### src/rtl/regfile_sb.sv
// General-purpose register file with two registered read ports, one write-back
// port with same-cycle bypass, and a pending-result scoreboard for hazard stalls.
module regfile_sb #(
    parameter int WIDTH    = 16,
    parameter int DEPTH    = 8,
    parameter int AW       = 3,
    parameter int ZERO_REG = 1
) (
    input  logic             clk,
    input  logic             rst,
    input  logic             rd_en,
    input  logic [AW-1:0]    rs_a_sel,
    input  logic [AW-1:0]    rs_b_sel,
    output logic [WIDTH-1:0] rs_a,
    output logic [WIDTH-1:0] rs_b,
    input  logic             iss_en,
    input  logic [AW-1:0]    iss_sel,
    input  logic             wb_en,
    input  logic [AW-1:0]    wb_sel,
    input  logic [WIDTH-1:0] wb_data,
    output logic             hazard,
    output logic [AW:0]      pend_cnt
);

    localparam bit ZR = (ZERO_REG != 0);

    logic [WIDTH-1:0] regs [DEPTH];
    logic [DEPTH-1:0] pending;
    logic [DEPTH-1:0] pending_nxt;
    logic [DEPTH-1:0] wb_mask;
    logic [DEPTH-1:0] eff;
    logic [WIDTH-1:0] a_nxt;
    logic [WIDTH-1:0] b_nxt;
    logic             wr_ok;
    logic             set_ok;
    logic [AW:0]      cnt;

    assign wr_ok  = wb_en  && !(ZR && (wb_sel == '0));
    assign set_ok = iss_en && !(ZR && (iss_sel == '0));

    // Bypass first, then the hard-wired zero register overrides everything.
    always_comb begin
        a_nxt = regs[rs_a_sel];
        if (wb_en && (wb_sel == rs_a_sel)) a_nxt = wb_data;
        if (ZR && (rs_a_sel == '0))        a_nxt = '0;
        b_nxt = regs[rs_b_sel];
        if (wb_en && (wb_sel == rs_b_sel)) b_nxt = wb_data;
        if (ZR && (rs_b_sel == '0))        b_nxt = '0;
    end

    always_ff @(posedge clk) begin
        if (rst) begin
            for (int i = 0; i < DEPTH; i++) begin
                regs[i] <= (i == 1) ? '1 : '0;
            end
        end else if (wr_ok) begin
            regs[wb_sel] <= wb_data;
        end
    end

    always_ff @(posedge clk) begin
        if (rst) begin
            rs_a <= '0;
            rs_b <= '0;
        end else if (rd_en) begin
            rs_a <= a_nxt;
            rs_b <= b_nxt;
        end
    end

    // Set after clear so a same-cycle issue to the written register keeps it pending.
    always_comb begin
        pending_nxt = pending;
        if (wb_en)  pending_nxt[wb_sel]  = 1'b0;
        if (set_ok) pending_nxt[iss_sel] = 1'b1;
    end

    always_ff @(posedge clk) begin
        if (rst) pending <= '0;
        else     pending <= pending_nxt;
    end

    assign wb_mask = wb_en ? (DEPTH'(1) << wb_sel) : '0;
    assign eff     = pending & ~wb_mask;
    assign hazard  = eff[rs_a_sel] | eff[rs_b_sel] | (iss_en & eff[iss_sel]);

    always_comb begin
        cnt = '0;
        for (int i = 0; i < DEPTH; i++) begin
            cnt = cnt + {{AW{1'b0}}, pending[i]};
        end
    end

    assign pend_cnt = cnt;

endmodule

### config.mk
export PLATFORM = sky130hd
export DESIGN_NAME = regfile_sb
export DESIGN_NICKNAME = d
export VERILOG_FILES = /design/src/rtl/regfile_sb.sv
export SDC_FILE = /design/constraint.sdc
export NUM_CORES = 1
export LEC_CHECK = 0
export ABC_CLOCK_PERIOD_IN_PS = 7770
export BUFFER_PORTS_ARGS = -buffer_cell sky130_fd_sc_hd__buf_4
export CAP_MARGIN = 10
export CORE_AREA = 2 2 138 140
export CTS_BUF_LIST = sky130_fd_sc_hd__clkbuf_8
export DETAILED_ROUTE_END_ITERATION = 10
export DIE_AREA = 0 0 140 142
export HOLD_SLACK_MARGIN = 0.08
export PLACE_DENSITY = 0.73
export SLEW_MARGIN = 10
export SYNTH_ARGS = -nofsm -noshare
export SYNTH_HDL_FRONTEND = slang
export SYNTH_SLANG_ARGS = --single-unit
### constraint.sdc
create_clock -name clk -period 7.77 [get_ports clk]
set_clock_uncertainty 0.2 [all_clocks]
set_input_delay 0 -clock clk [delete_from_list [all_inputs] [get_ports clk]]
set_output_delay 0 -clock clk [all_outputs]
set_load 0.01 [all_outputs]
[Yosys cells after proc, flatten, opt, wreduce, memory -nomap -nowiden]
Memory sizes are Yosys's and may differ from the RTL's.
Index checks and enable logic that the tools add are counted.
Widths: inputs -> output; s select.
Word-level totals
  memories kept: 1
  bits in registers: 40
  output and inout port bits: 37
  bits of input ports: 33
  memory bits (writable): 128
Memories
  regs: words 8, width 16, rd ports 2, clocked after Yosys merged registers in 0, write ports 8, line 27  | logic [WIDTH-1:0] regs [DEPTH];
Operators by class
  shifts and indexed selects: 1
  reductions and logical operators: 13
  add/sub/neg operators: 7
  bitwise gates (word level): 8
  mux-type cells: 25
  eq/ne operators: 2
  $lt $le $gt $ge: 6
Operators by type and width (count)
  $mux 16: 5
  $mux 8: 3
  $add 4x1->4: 4
  $and 8x8->8: 2
  $lt 3x4->1 const B: 4
  $not 8->8: 2
  $reduce_or 16->1: 1
  $logic_not 3->1: 4
  $mux 1: 11
  $bmux 1 s3: 3
  $or 8x8->8: 1
  $shl 1x3->8 const A: 1
  $demux 1 s3: 2
  $eq 3x3->1: 2
  $ge 3x1->1 const B: 2
  $logic_and 1x1->1: 6
  $add 3x1->4: 1
  $add 2x1->3: 1
  $mux 3: 1
  $add 1x1->2: 1
  $logic_not 1->1: 2
  $or 1x1->1: 2
  $and 1x1->1: 1

[Longest topological paths before layout]
Gate-level depths: netlist of run 1.
  word-level depth: 9
  depth in mapped cells: 9
  depth with buffers taken out: 9

[Worst setup path after synthesis of run 1]
Ideal clock, no wire load.
  kind: register to output
  start point: reg pending[0]
  end point: out pend_cnt[2]
  arrival: 2.683 ns
  path buffers: 0
  setup slack: 4.887 ns
  stages on the path, launching flop included: 10
  cells stage by stage: dfxtp_1 inv_1 fa_1 fa_1 fa_1 inv_1 ha_1 inv_1 fa_1 xnor2_1
Between the ends
  cells in the longest elaborated chain, start to end: 7
RTL lines
  start: declaration: line 28  | logic [DEPTH-1:0] pending;
  start signal: assignment: line 80  | else pending <= pending_nxt;
  $add 1x1->2: line 90  | cnt = cnt + {{AW{1'b0}}, pending[i]};
  $add 2x1->3: line 90
  $add 3x1->4: line 90
  $add 4x1->4 (4 in series): line 90
  end: declaration: line 22  | output logic [AW:0] pend_cnt
Every way passes these cells.

[Worst setup path in the final report of run 1]
Same ends and word-level chain as after synthesis.

==> flow_metrics.env, run 1 <==
export IMPL_cts_root_buffer="clkbuf_8"
export IMPL_ys_ff_latch=152
export IMPL_h_tree_depth=4
export IMPL_yosys_warnings=0
export IMPL_synth_fp_nets=734
export IMPL_async_reset_ff_share_pct=0
export IMPL_numCtsBuffers=17
export IMPL_p_sw_mw=0.4883
export IMPL_rsz0062_at_grt="no"
export IMPL_portBuffers=69
export IMPL_clk_pin_slew_worst_paths_ns=0.08
export IMPL_final_setup_tns_ns=0
export IMPL_cts_sinks=152
export IMPL_hpwlAfterDp_um=12130
export IMPL_viasPerCell=5.827
export IMPL_syn_area_um2=8115
export IMPL_cp_cell_sequence="inv_1 > fa_1 > fa_1 > fa_1 > inv_1 > ha_1 > inv_1 > fa_1 > xnor2_1 > buf_4"
export IMPL_worstSetupStartpointType="flop"
export IMPL_die_x_um=140
export IMPL_crit_fanout=2
export IMPL_vias=6013
export IMPL_fin_crit_ns=3.522
export IMPL_grt_overflow=0
export IMPL_cpMostUsedCell="fa_1"
export IMPL_start_util_pct=43.97
export IMPL_final_core_util_pct=51.91
export IMPL_syn_inst=694
export IMPL_synth_compound_area_share_pct=13.34
export IMPL_max_stage_delay_ns=0.57
export IMPL_drtPass1Iterations=8
export IMPL_switching_share_pct=26.33
export IMPL_cp_required_ns=7.57
export IMPL_antenna_found_initial=1
export IMPL_slew_violations=0
export IMPL_critical_path_class="reg -> out"
export IMPL_synthXorXnorAreaFrac_pct=0.7555
export IMPL_cts_tree="done"
export IMPL_ios=70
export IMPL_post_drt_wl_per_cell_um=20.39
export IMPL_drtIter0Drc=706
export IMPL_gp_congestion=0.9054
export IMPL_die_height_um=142
export IMPL_status="finished, violations left"
export IMPL_antenna_left=0
export IMPL_clk_path_buf_depth=2
export IMPL_postCtsHoldBufs=43
export IMPL_core_area_um2=18460
export IMPL_synthFlopType="edfxtp_1"
export IMPL_clk_latency_ns=0.46
export IMPL_ys_seq_area_share_pct=51.31
export IMPL_area_delta_synth_final_pct=18.05
export IMPL_grt_pass1_wl_um=32860
export IMPL_synth_top_family_by_area="simple AND/OR/NAND/NOR gates"
export IMPL_totalWireLength_um=21040
export IMPL_cts_setup_buffers=0
export IMPL_die_area_um2=19880
export IMPL_violations="design-rule violations"
export IMPL_cpMaxStageDelayCell="fa_1"
export IMPL_num_fill_cells=1534
export IMPL_tightest_slew_ns=0.9802
export IMPL_yosys_area_share_adder_pct=1.449
export IMPL_period_share_pct=45.33
export IMPL_combinationalPowerShare_pct=14.4
export IMPL_synth_area_top_cells="edfxtp_1 41%, dfxtp_1 9.9%, mux4_2 9.4%, and2_1 7.6%, a21oi_1 4.2%"
export IMPL_nNetsFinal=824
export IMPL_multi_input_area_um2=3610
export IMPL_hold_class="in -> reg"
export IMPL_layout_drive_gt1_share_pct=20.83
export IMPL_yosys_area_top_type="edfxtp_1"
export IMPL_drc=8
export IMPL_maxCapViolations=0
export IMPL_end_kind="primary output"
export IMPL_regArea_um2=4164
export IMPL_fp_row_count=50
export IMPL_slew_headroom_pct=34.49
export IMPL_avgSynthCellArea_um2=11.69
export IMPL_ys_types=45
export IMPL_cp_arrival_ns=3.32
export IMPL_grt_max_degree=56
export IMPL_setup_viol=0
export IMPL_synth_simple_area_share_pct=14.80
export IMPL_grt_pass1_vias=5857
export IMPL_p_seq_share_pct=51.4
export IMPL_synth_top_area_share_pct=41.44
export IMPL_synthMuxAreaShare_pct=14.05
export IMPL_worst_ir_drop_vdd_mv=0.07328
export IMPL_finalHoldViolCount=0
export IMPL_power_internal_mw=1.366
export IMPL_synth_edf_count=112
export IMPL_p_leak_nw=3.740
export IMPL_track_usage_pct=21.89
export IMPL_power_density_nw_per_um2=193.6
export IMPL_fmaxAchievable_ghz=0.2839
export IMPL_cts_resized=0
export IMPL_clkPwrFrac_pct=34.2
## flip-flops by register name, indices dropped and copies added, names as in the netlist
name	cells
regs	112
rs_b	16
rs_a	16
pending	8
## metal layers
metal / global-route usage, % / part of all wire [%]
met5: 0 / 0
met4: 9.304 / 2.1
met3: 5.114 / 9.3
met2: 33.81 / 46
met1: 29.94 / 42
## per-stage QoR
stage / hold WS (ns) / setup slack [ns] / power [mW] / instances / area [um2]
after floorplan: -0.04812 / 4.887 / 1.127 / 694 / 8115
after global placement: 0.08910 / 4.797 / 1.213 / 956 / 8735
after detailed placement: 0.08548 / 4.724 / 1.219 / 956 / 8735
after CTS: 0.1344 / 4.223 / 1.859 / 1031 / 9578
after global routing: 0.1762 / 4.025 / 1.916 / 1032 / 9580
final: 0.1804 / 4.248 / 1.854 / 1032 / 9580
## worst paths after layout
| check | from | end | slack [ns] | cells after the start |
|---|---|---|---|---|
| worst min-delay path | rst | pending[0] | 0.18 | 3 |
| worst min register to register | rs_a[15] | rs_a[15] | 0.26 | 1 |
| worst max register to register | regs[7][14] | rs_a[14] | 5.61 | 6 |
| worst max-delay path | pending[0] | pend_cnt[2] | 4.25 | 10 |
## critical path: cells and delay by family, from the launching register on
| family | cells | cell delay, ns |
|---|---|---|
| fa+ha+maj | 5 | 2.00 |
| flops | 1 | 0.35 |
| buf+inv | 4 | 0.34 |
| xor+xnor | 1 | 0.17 |
## logic make-up after synthesis
group	count (synthesis)
AND/OR/NAND/NOR	212
buffers and inverters	69
AO/OA/AOI/OAI	176
multiplexers	71
XOR/XNOR	7
adder cells (fa/ha/maj)	7
flip-flops	152
## power groups by stage
stage	clock network (mW)	registers, mW	logic, mW
final	0.635	0.952	0.267
after global routing	0.669	0.959	0.289
after CTS	0.642	0.952	0.265
after detailed placement	0	0.970	0.249
after global placement	0	0.967	0.246
after floorplan	0	0.969	0.158
## cell usage in the layout (no fill, tap or decap), drive strengths merged, types with 7 or more instances in the layout
cell,n
edfxtp,112
and2,98
buf,81
a21oi,68
dlygate4sd3,43
dfxtp,40
nor2,38
mux2i,34
mux4,34
o21ai,34
a211oi,30
a21o,30
nand2,24
inv,19
clkbuf,17
or2,16
nand3,9
xnor2,7
nor3,7
## synth_stat cells (2+ instances only)
master,n
edfxtp_1,112
and2_1,98
a21oi_1,68
dfxtp_1,40
nor2_1,37
mux2i_1,34
mux4_2,34
o21ai_0,33
a211oi_1,30
a21o_1,30
clkbuf_1,24
nand2_1,23
inv_1,16
buf_2,14
or2_1,10
nand3_1,9
buf_6,7
nor3_1,7
xnor2_1,7
nor2b_1,6
or2_2,6
buf_4,5
fa_1,4
nand2b_1,4
ha_1,3
mux2_2,3
nand4_1,3
nand4b_2,3
o2111ai_1,3
o211ai_1,3
a32oi_1,2
buf_1,2
o31ai_1,2
## layout make-up
type	instances	area share, %
diodes	1	0.02612
clock buffers	17	2.442
clock inverters	15	1.868
inverters	16	0.6269
multi-input cells	473	37.68
flip-flops and latches	152	43.46
well taps	234	3.056
repair buffers	124	10.84
(Power assumes the default switching activity.)
==> run 2, diff against run 1 <==
- ABC_CLOCK_PERIOD_IN_PS: 7770 -> 3500
- clock period: 7.77 -> 3.5 ns (I/O delays scaled with it)
==> run 2 against run 1 <==
  * Flip-flop and latch count is the same
  * Critical path type unchanged
  * Largest cell class unchanged
  * Die area is the same
  * First-iteration DRC count shrank 19%
  * The flow still finishes with violations (design-rule violations)
==> flow_metrics.env, run 2 (same netlist as run 1, synthesis figures left out) <==
export IMPL_cp_required_ns=3.30
export IMPL_worst_ir_drop_vdd_mv=0.1788
export IMPL_critical_path_class="reg -> out"
export IMPL_cp_arrival_ns=3.28
export IMPL_area_delta_synth_final_pct=17.96
export IMPL_numCtsBuffers=17
export IMPL_final_cell_mix="112 x edfxtp_1, 98 x and2_1, 85 x buf_4"
export IMPL_end_kind="primary output"
export IMPL_min_delay_start="rs_b_sel[2]"
export IMPL_fin_crit_ns=3.480
export IMPL_top_regs="regs (112), rs_a (16), rs_b (16)"
export IMPL_antenna_found_initial=1
export IMPL_drtIter0Drc=573
export IMPL_die_height_um=142
export IMPL_violations="design-rule violations"
export IMPL_maxCapViolations=0
export IMPL_p_leak_nw=3.760
export IMPL_reg2reg_slack_ns=1.36
export IMPL_grt_overflow=0
export IMPL_cts_sinks=152
export IMPL_clk_latency_ns=0.49
export IMPL_grt_pass1_wl_um=32800
export IMPL_antenna_left=0
export IMPL_vias=5921
export IMPL_nNetsFinal=827
export IMPL_clk_pin_slew_worst_paths_ns=0.08
export IMPL_cts_tree="done"
export IMPL_place_ws_ns=0.4266
export IMPL_totalWireLength_um=21350
export IMPL_finalHoldViolCount=0
export IMPL_hpwlAfterDp_um=12750
export IMPL_tightest_slew_ns=0.9873
export IMPL_grt_pass1_vias=5873
export IMPL_drtPass1Iterations=10
export IMPL_top_register="regs"
export IMPL_setup_viol=0
export IMPL_startpoint="pending[0]"
export IMPL_slew_violations=0
export IMPL_die_x_um=140
export IMPL_final_setup_tns_ns=0
export IMPL_core_area_um2=18460
export IMPL_drc=8
export IMPL_status="finished, violations left"
export IMPL_start_util_pct=43.97
export IMPL_track_usage_pct=22.14
export IMPL_clk_path_buf_depth=2
export IMPL_worst_slack_ns=0.02017
export IMPL_power_density_nw_per_um2=417.4
export IMPL_fmaxAchievable_ghz=0.2874
export IMPL_crit_fanout=2
export IMPL_h_tree_depth=4
export IMPL_hold_class="in -> reg"
export IMPL_grt_max_degree=56
export IMPL_final_common_cell="edfxtp_1"
export IMPL_r2r_start="regs[7][14]"
export IMPL_gp_congestion=0.8618
export IMPL_viasPerCell=5.721
export IMPL_worstSetupStartpointType="flop"
export IMPL_layout_drive_gt1_share_pct=22.38
export IMPL_die_area_um2=19880
export IMPL_rsz0062_at_grt="yes"
export IMPL_period_share_pct=99.42
export IMPL_post_drt_wl_per_cell_um=20.63
export IMPL_largest_reg_flops=112
export IMPL_slew_headroom_pct=34.02
export IMPL_portBuffers=69
export IMPL_fp_row_count=50
export IMPL_cts_root_buffer="clkbuf_8"
export IMPL_ios=70
run 2: cell count changes in the layout (fill, tap and decap cells not counted), sizes merged:
cell / delta
buf: +5
bufinv: -2
clkbuf: +4
clkinv: +1
clkinvlp: -3
dlygate4sd3: -2
run 2: worst paths after layout:
path,to,cells after the start
hold reg to reg,rs_a[14],2
setup / recovery,pend_cnt[1],10
hold / removal,rs_b[11],5
setup reg to reg,rs_b[14],5
run 2: layout make-up:
type	count	area (um2)
inverters	16	60.06
clock buffers	21	289.0
well taps	234	292.8
repair buffers	127	1060
diodes	1	2.502
multi-input cells	473	3617
clock inverters	11	83.83
fillers	1552	8882
flip-flops and latches	152	4168
run 2: through the flow:
step	std cells	utilization (%)	cell area, um2	hold WS (ns)	power (mW)
after global routing	1035	51.87	9573	0.1279	4.131
after detailed placement	959	47.45	8757	0.1028	2.712
after floorplan	694	-	8115	-0.04812	2.501
final	1035	51.87	9573	0.1038	3.996
after CTS	1033	51.80	9559	0.09747	3.995
after global placement	959	47.45	8757	0.09232	2.695
run 2: power by group:
| group | total (mW) | internal (mW) | switching (mW) |
|---|---|---|---|
| Clock | 1.28 | 0.623 | 0.660 |
| Sequential | 2.12 | 2.05 | 0.0612 |
| Combinational | 0.596 | 0.274 | 0.322 |
run 2: critical path, stage by stage (launching register included):
cell and delay [ns]:
dfxtp_2 0.34, inv_2 0.04, fa_2 0.60, fa_1 0.43, fa_1 0.44, inv_1 0.07
ha_2 0.18, inv_2 0.04, fa_2 0.52, inv_2 0.04, buf_6 0.11
run 2: repair_timing:
action,in CTS,in global routing
hold endpoints to repair,171,0
hold buffers,41,0
pin swaps,4,3
buffers inserted,1,1
setup endpoints to repair,2,2
gates resized for setup,8,4
run 2: metal layers:
layer  vias to the layer above  track usage (%)  wire length, um
met5                         -                0                0
met4                         0            8.612              464
met3                        36            5.518             1645
met2                       266            35.75            10240
met1                      2860            29.03             9004
li1                       2759                -                -
